===== src/rtl/fetch_unit.sv =====
// ---------------------------------------------------------------------------
// fetch_unit
//   Instruction fetch/sequencer stage that sits in front of the execute stage.
//   It owns the program counter and reads instruction words from instruction
//   memory over a req/ack handshake. Each word is issued for one cycle on
//   ireg. After that the stage waits one cycle so that execute can return its
//   PSR, and then resolves BRA against that PSR. HLT stops the sequencer.
//   Unknown opcodes sequence the same way as a NOP.
//
//   Handshake: imem_req is held high and imem_addr is held stable until
//   imem_ack is seen high on a rising edge while in FETCH. imem_rdata is
//   captured on that same edge. imem_ack is ignored in every other state.
//   The same-cycle ack of a 1-cycle memory is accepted.
//
// Ports
//   clk         system clock; all state changes on the rising edge
//   reset       synchronous, active-high reset
//   start       1-cycle pulse; starts fetching at START_PC (from IDLE/HALTED)
//   imem_req    instruction read request
//   imem_addr   read address (equal to pc; stable while imem_req=1)
//   imem_ack    read data valid this cycle
//   imem_rdata  instruction word, valid together with imem_ack
//   ireg        instruction register presented to execute
//   ireg_valid  ireg is new this cycle (one cycle per instruction)
//   psr_in      PSR from execute: [0]carry [1]parity [2]even [3]neg [4]zero
//   pc          current program counter
//   halted      high while the sequencer is stopped on HLT
//   dbgState    current FSM state, for observation only
// ---------------------------------------------------------------------------
module fetch_unit #(
   parameter int              IRW      = 32,
   parameter int              PCW      = 12,
   parameter int              PSRW     = 5,
   parameter logic [PCW-1:0]  START_PC = '0,
   parameter logic [3:0]      BRA      = 4'h3,
   parameter logic [3:0]      HLT      = 4'h8
) (
   input  logic            clk,
   input  logic            reset,
   input  logic            start,
   output logic            imem_req,
   output logic [PCW-1:0]  imem_addr,
   input  logic            imem_ack,
   input  logic [IRW-1:0]  imem_rdata,
   output logic [IRW-1:0]  ireg,
   output logic            ireg_valid,
   input  logic [PSRW-1:0] psr_in,
   output logic [PCW-1:0]  pc,
   output logic            halted,
   output logic [2:0]      dbgState
);

   typedef enum logic [2:0] {
      IDLE    = 3'd0,
      FETCH   = 3'd1,
      ISSUE   = 3'd2,
      RESOLVE = 3'd3,
      HALTED  = 3'd4
   } state_t;

   state_t state;

   logic [3:0]     op;
   logic [3:0]     cc;
   logic [PCW-1:0] target;
   logic           taken;

   assign dbgState  = state;
   // pc only changes outside FETCH, so the address stays stable for the
   // whole request.
   assign imem_addr = pc;

   assign op     = ireg[IRW-1 -: 4];
   assign cc     = ireg[IRW-5 -: 4];
   assign target = ireg[PCW-1:0];

   // Branch condition decode. ireg is held through RESOLVE, so cc is valid
   // in the same cycle that psr_in reflects the issued instruction.
   always_comb begin
      taken = 1'b0;
      case (cc)
         4'd0:    taken = 1'b1;
         4'd1:    taken = psr_in[1];
         4'd2:    taken = psr_in[2];
         4'd3:    taken = psr_in[0];
         4'd4:    taken = psr_in[3];
         4'd5:    taken = psr_in[4];
         4'd6:    taken = ~psr_in[0];
         4'd7:    taken = ~psr_in[3];
         default: taken = 1'b0;
      endcase
   end

   // All outputs are registered. Each one is set on the edge that enters
   // the state it belongs to.
   always_ff @(posedge clk) begin
      if (reset) begin
         state      <= IDLE;
         pc         <= START_PC;
         ireg       <= '0;
         imem_req   <= 1'b0;
         ireg_valid <= 1'b0;
         halted     <= 1'b0;
      end else begin
         case (state)
            IDLE: begin
               if (start) begin
                  state    <= FETCH;
                  pc       <= START_PC;
                  imem_req <= 1'b1;
               end
            end
            FETCH: begin
               if (imem_ack) begin
                  ireg       <= imem_rdata;
                  pc         <= pc + PCW'(1);
                  imem_req   <= 1'b0;
                  ireg_valid <= 1'b1;
                  state      <= ISSUE;
               end
            end
            ISSUE: begin
               ireg_valid <= 1'b0;
               state      <= RESOLVE;
            end
            RESOLVE: begin
               if (op == HLT) begin
                  halted <= 1'b1;
                  state  <= HALTED;
               end else begin
                  // When the branch is not taken, pc already points at the
                  // next sequential word.
                  if (op == BRA && taken) begin
                     pc <= target;
                  end
                  imem_req <= 1'b1;
                  state    <= FETCH;
               end
            end
            HALTED: begin
               if (start) begin
                  pc       <= START_PC;
                  halted   <= 1'b0;
                  imem_req <= 1'b1;
                  state    <= FETCH;
               end
            end
            default: begin
               state      <= IDLE;
               imem_req   <= 1'b0;
               ireg_valid <= 1'b0;
               halted     <= 1'b0;
            end
         endcase
      end
   end

endmodule


===== config.mk =====
export PLATFORM = sky130hd
export DESIGN_NAME = fetch_unit
export DESIGN_NICKNAME = d
export VERILOG_FILES = /design/src/rtl/fetch_unit.sv
export SDC_FILE = /design/constraint.sdc
export NUM_CORES = 1
export LEC_CHECK = 0
export CORE_ASPECT_RATIO = 0.5
export CORE_MARGIN = 2
export CORE_UTILIZATION = 42
export DETAILED_ROUTE_END_ITERATION = 8
export PLACE_DENSITY = 0.77
export SLEW_MARGIN = 25
export SYNTH_ARGS = -nofsm -noshare
export SYNTH_HDL_FRONTEND = slang
export SYNTH_SLANG_ARGS = --single-unit

===== constraint.sdc =====
create_clock -name clk -period 2.5 [get_ports clk]
set_input_delay 0.5 -clock clk [delete_from_list [all_inputs] [get_ports clk]]
set_output_delay 0.5 -clock clk [all_outputs]
set_load 0.05 [all_outputs]

==> flow_summary.ini, run 1 <==
[run_status]
status = finished clean

[clock_network]
cts.sinks = 50
h-tree-depth = 2
clkSlewWorstSetupHoldPaths_ns = 0.06
postCtsHoldBufs = 0
post_cts_buffers = 0
clk_latency_ns = 0.29
root_buffer = clkbuf_16
cts_buffer_depth = 2
ctsResizeCount = 0
tritoncts = built
numCtsBuffers = 5

[sta]
setup_viol = 0
finClkSkew_ns = 0.00389
tightest_slew_ns = 0.932
layout_min_cycle_time_ns = 2.26
max_freq_mhz = 442
rsz0062_at_grt = no
setup_tns_ns = 0
hold_violations = 0
slew_headroom_pct = 37.9
drv_slew = 0
layout_worst_path_cycle_share_pct = 90.5

[cells_and_area]
final_common_cell = clkdlybuf4s50_1
finalNonFillerCells = 458
final_cell_mix = 101 x clkdlybuf4s50_1, 74 x nand2_1, 50 x dfxtp_1
drive_gt1_share_pct = 5.45
synthToLayoutAreaGrowth_pct = 48.4
n_antenna_cell = 0
nNetsFinal = 426

[setup_path]
worstPathMaxFanout = 12
startpoint_type = register
critPathKind = register to primary output
slowest_stage = clkdlybuf4s50_1
cp.required_ns = 2.00
crit_family = buffers and inverters
critPathBufInv = 1
crit_arrival_ns = 1.76
crit_chain = clkdlybuf4s50_1
critPathMaxStageDelay_ns = 0.89
end_kind = primary output

[die]
pin_count = 103
fp.dieW_um = 110
fp-row-count = 19
die_h_um = 57.1
start_util_pct = 43.3
core_area_um2 = 5470
dieArea_um2 = 6300

[global_routing]
grt_overflow_total = 0
antenna_found_initial = 0
grt_max_degree = 51
grt_pass1_vias = 2236
grt_pass1_wl_um = 10500
grt_usage_pct = 21.1

[placed_design]
dp_hpwl_um = 4720
numPortBuffers = 102
dp.cells = 450
gp_congestion = 0.864

[power]
leakage_nw = 1.21
powerDensity_nw_per_um2 = 723
peakVddDrop_mv = 0.365

[detailed_routing]
antenna_left = 0
drt_wl_total_um = 6520
viasPerCell = 5.19
drt_iter0_drc = 117
vias = 2379
drc = 0
avgRoutedWirePerCell_um = 14.2
drt_first_pass_iters = 4

[synth]
syn-num-nets = 345
syn-mean-instance-area_um2 = 7.82
synth_cells = 303
ys_warn_count = 0
synthDistinctLibCells = 42
syn_area_um2 = 2370
synth_top_area_cell = dfxtp_1
ys_ff_latch = 50
synth_top_cell_area_share_pct = 42.2
yosysSeqAreaShare_pct = 42.2
synth_area_leaders = dfxtp_1 42%, nand2_1 12%, a21oi_1 9.9%, buf_4 3.8%, a211oi_1 2.9%

[worst_hold_path]
worstHoldPathType = register to register

[job]
maxCapViolCount = 0
[cell families after synthesis]
| kind of cell | after synthesis | share of synthesized area, % |
|---|---|---|
| DFF | 50 | 42.2 |
| and+or+nand+nor | 121 | 22.6 |
| buffers and inverters | 38 | 8.50 |
| muxes | 2 | 0.845 |
| xor gates and xnor gates | 10 | 3.70 |
| AOI/OAI and AO/OA | 81 | 21.6 |
| adders and majority gates | 1 | 0.528 |
[flip-flops by register name (all words and copies together), names as in the netlist]
| register | count |
|---|---|
| dbgState | 3 |
| halted | 1 |
| imem_addr | 12 |
| imem_req | 1 |
| ireg | 32 |
| ireg_valid | 1 |
[per-stage QoR]
step / area (um2) / hold slack [ns] / setup slack [ns] / power [W] / utilization, %
final: 3520 / 0.456 / 0.236 / 0.00254 / 64.3
after global routing: 3520 / 0.481 / 0.146 / 0.00266 / 64.3
after CTS: 3520 / 0.459 / 0.220 / 0.00256 / 64.3
after detailed placement: 3350 / 0.450 / 0.174 / 0.00179 / 61.2
after global placement: 3350 / 0.442 / 0.266 / 0.00178 / 61.2
after floorplan: 2370 / 0.636 / 0.323 / 0.00153 / -
[metal layers]
metal	wire, um	vias to the layer above	track usage (%)
met2	3120	88	35.0
met4	38	0	4.82
li1	-	1186	-
met5	0	-	0
met3	480	4	5.49
met1	2890	1101	27.9
[cell type report]
| class | count | area [um2] |
|---|---|---|
| Clock buffer | 5 | 125 |
| Clock inverter | 3 | 45.0 |
| Fill cell | 478 | 1950 |
| Inverter | 5 | 18.8 |
| Multi-Input combinational cell | 215 | 1180 |
| Sequential cell | 50 | 1000 |
| Tap cell | 73 | 91.3 |
| Timing Repair Buffer | 107 | 1050 |
[power by group]
part	switching (W)	internal [W]
Sequential	0.0000843	0.000861
Clock	0.000294	0.000472
Combinational	0.000524	0.000310
Total	0.000902	0.00164
[final timing paths]
check	cells past startpoint	end	startpoint	slack, ns
setup / recovery	1	dbgState[2]	dbgState[2]	0.24
hold / removal	2	ireg[19]	ireg[19]	0.46
setup reg to reg	5	imem_addr[8]	ireg[28]	0.54
hold reg to reg	2	ireg[19]	ireg[19]	0.46
[cell usage after synthesis]
master / n
nand2b_1: 2
nand4_1: 1
a311oi_1: 2
dfxtp_1: 50
nand2_1: 74
nand4bb_1: 1
a21oi_1: 47
and3b_1: 1
a221o_1: 1
o21ai_1: 1
ha_1: 1
o21ai_0: 1
xnor2_1: 4
a2bb2oi_1: 1
buf_6: 1
nor4bb_1: 1
xor2_1: 6
a221oi_1: 1
mux2i_1: 2
nor2_1: 17
a22oi_1: 9
clkbuf_1: 15
o31ai_4: 1
nor4_1: 1
a31oi_1: 1
nor3_1: 7
o22ai_1: 1
o22a_1: 1
or2_2: 2
a22o_1: 2
nor2_2: 1
a211o_1: 1
nand3_1: 5
buf_2: 5
inv_1: 5
buf_4: 12
o21a_1: 1
or4b_4: 1
o31a_2: 1
nor2b_1: 5
a211oi_1: 9
nor3b_1: 2
[tightest hold or removal path, stage by stage, from the launching register on]
cell and delay, ns:
dfxtp_1 0.31, nand2_1 0.05, a21oi_1 0.05
Note: power is estimated with default switching activity, not from simulation.
==> inputs of run 2 (changes only) <==
Settings changed: CORE_MARGIN 2 to 1.5.
==> flow_summary.ini, run 2 (synthesis results as in run 1) <==
[detailed_routing]
drt_wl_total_um = 6670
antenna_left = 0
viasPerCell = 5.36
avgRoutedWirePerCell_um = 14.6
drc = 0
wirelength_met1_um = 2890
dr_wl_met2_um = 3190
dr_wl_met3_um = 440
drt_iter0_drc = 100
vias = 2454
top_layer = met4
drt_first_pass_iters = 4

[worst_hold_path]
hold_start = ireg[18]
hold-path-endpoint = ireg[18]
hold_depth = 2
worstHoldPathType = register to register

[cells_and_area]
final_cell_mix = 101 x clkdlybuf4s50_1, 74 x nand2_1, 50 x dfxtp_1
synthToLayoutAreaGrowth_pct = 50.2
drive_gt1_share_pct = 5.45
final.fill_count = 466
final_common_cell = clkdlybuf4s50_1
largest_reg_flops = 32
finish.instance_area_um2 = 3560
nNetsFinal = 426
top_register = ireg
n_antenna_cell = 0

[global_routing]
grt_overflow_total = 0
grt_max_degree = 51
grt_usage_pct = 22.2
grt_pass1_wl_um = 10800
antenna_found_initial = 0
grt_pass1_vias = 2264

[sta]
max_freq_mhz = 443
slew_headroom_pct = 37.6
rsz0062_at_grt = no
layout_worst_path_cycle_share_pct = 90.3
hold_violations = 0
tightest_slew_ns = 0.937
layout_min_cycle_time_ns = 2.26
setup_tns_ns = 0
drv_slew = 0
finClkSkew_ns = 0.00271
setup_viol = 0

[setup_path]
r2r_cells = 5
end_kind = primary output
r2r_start = ireg[28]
worstPathMaxFanout = 12
r2r_slack_ns = 0.52
crit_cells = 1
crit_chain = clkdlybuf4s50_1
slowest_stage = clkdlybuf4s50_1
critPathBufInv = 1
startpoint_type = register
crit_arrival_ns = 1.76
r2r-end = imem_addr[11]
critPathKind = register to primary output
crit_family = buffers and inverters
cp.required_ns = 2.00
critPathMaxStageDelay_ns = 0.89

[die]
die_h_um = 56.1
core_area_um2 = 5470
start_util_pct = 43.3
pin_count = 103
fp-row-count = 19
fp.dieW_um = 109
dieArea_um2 = 6130

[power]
clkPwrFrac_pct = 33.0
p_switching_w = 0.000898
peakVddDrop_mv = 0.387
intPower_w = 0.00177
combinationalPowerShare_pct = 31.5
powerDensity_nw_per_um2 = 751
leakage_nw = 1.24
swShare_pct = 33.6
power_frac_seq_pct = 35.4

[clock_network]
clkSlewWorstSetupHoldPaths_ns = 0.06
root_buffer = clkbuf_16
ctsResizeCount = 0
cts_buffer_depth = 2
postCtsHoldBufs = 0
cts.sinks = 50
h-tree-depth = 2
numCtsBuffers = 5
post_cts_buffers = 0
tritoncts = built
clk_latency_ns = 0.28

[placed_design]
numPortBuffers = 102
place_area_um2 = 3360
dp_hpwl_um = 4770
gp_congestion = 0.841

[job]
maxCapViolCount = 0

[run_status]
status = finished clean
run 2: layer usage:
metal  vias to the layer above  global-route usage (%)
met5                         -                       0
met1                      1153                    28.1
li1                       1189                       -
met2                        95                    37.1
met4                         0                    7.42
met3                        17                    5.27
run 2: area by class of cell:
cell class / instances / area [um2] / area share, %
Multi-Input combinational cell: 215 / 1180 / 33.2
Timing Repair Buffer: 107 / 1070 / 30.0
Sequential cell: 50 / 1000 / 28.1
Clock buffer: 6 / 139 / 3.90
Tap cell: 73 / 91.3 / 2.57
Clock inverter: 2 / 60.1 / 1.69
Inverter: 5 / 18.8 / 0.527
run 2: power by group through the flow:
stage | sequential, W | clock (W) | combinational [W]
after global routing | 0.000957 | 0.000930 | 0.000888
after detailed placement | 0.000963 | 0 | 0.000840
after global placement | 0.000956 | 0 | 0.000826
after floorplan | 0.00116 | 0 | 0.000378
final | 0.000948 | 0.000883 | 0.000842
after CTS | 0.000946 | 0.000893 | 0.000844
run 2: worst max path at each step:
| stage | startpoint | to | slack (ns) |
|---|---|---|---|
| after floorplan | dbgState[2] | imem_addr[2] | 0.32 |
| after global placement | imem_ack | imem_addr[5] | 0.25 |
| after detailed placement | imem_ack | imem_addr[6] | 0.14 |
| after CTS | dbgState[2] | dbgState[2] | 0.25 |
| after global routing | dbgState[2] | dbgState[2] | 0.18 |
| final | dbgState[2] | dbgState[2] | 0.24 |
run 2: through the flow:
stage,utilization (%),worst slack (ns),hold slack [ns],cells,power (W)
6_report,65.1,0.243,0.456,458,0.00267
5_1_grt,65.1,0.182,0.482,458,0.00278
4_1_cts,65.1,0.248,0.459,458,0.00268
3_5_place_dp,61.4,0.145,0.450,450,0.00180
3_3_place_gp,61.4,0.246,0.442,450,0.00178
2_1_floorplan,-,0.323,0.636,303,0.00153
==> inputs of run 3 (changes only) <==
Settings changed: SLEW_MARGIN 25 to 20.
==> results of run 3 <==
No change in the layout: final DEF, timing and power equal those of run 2.
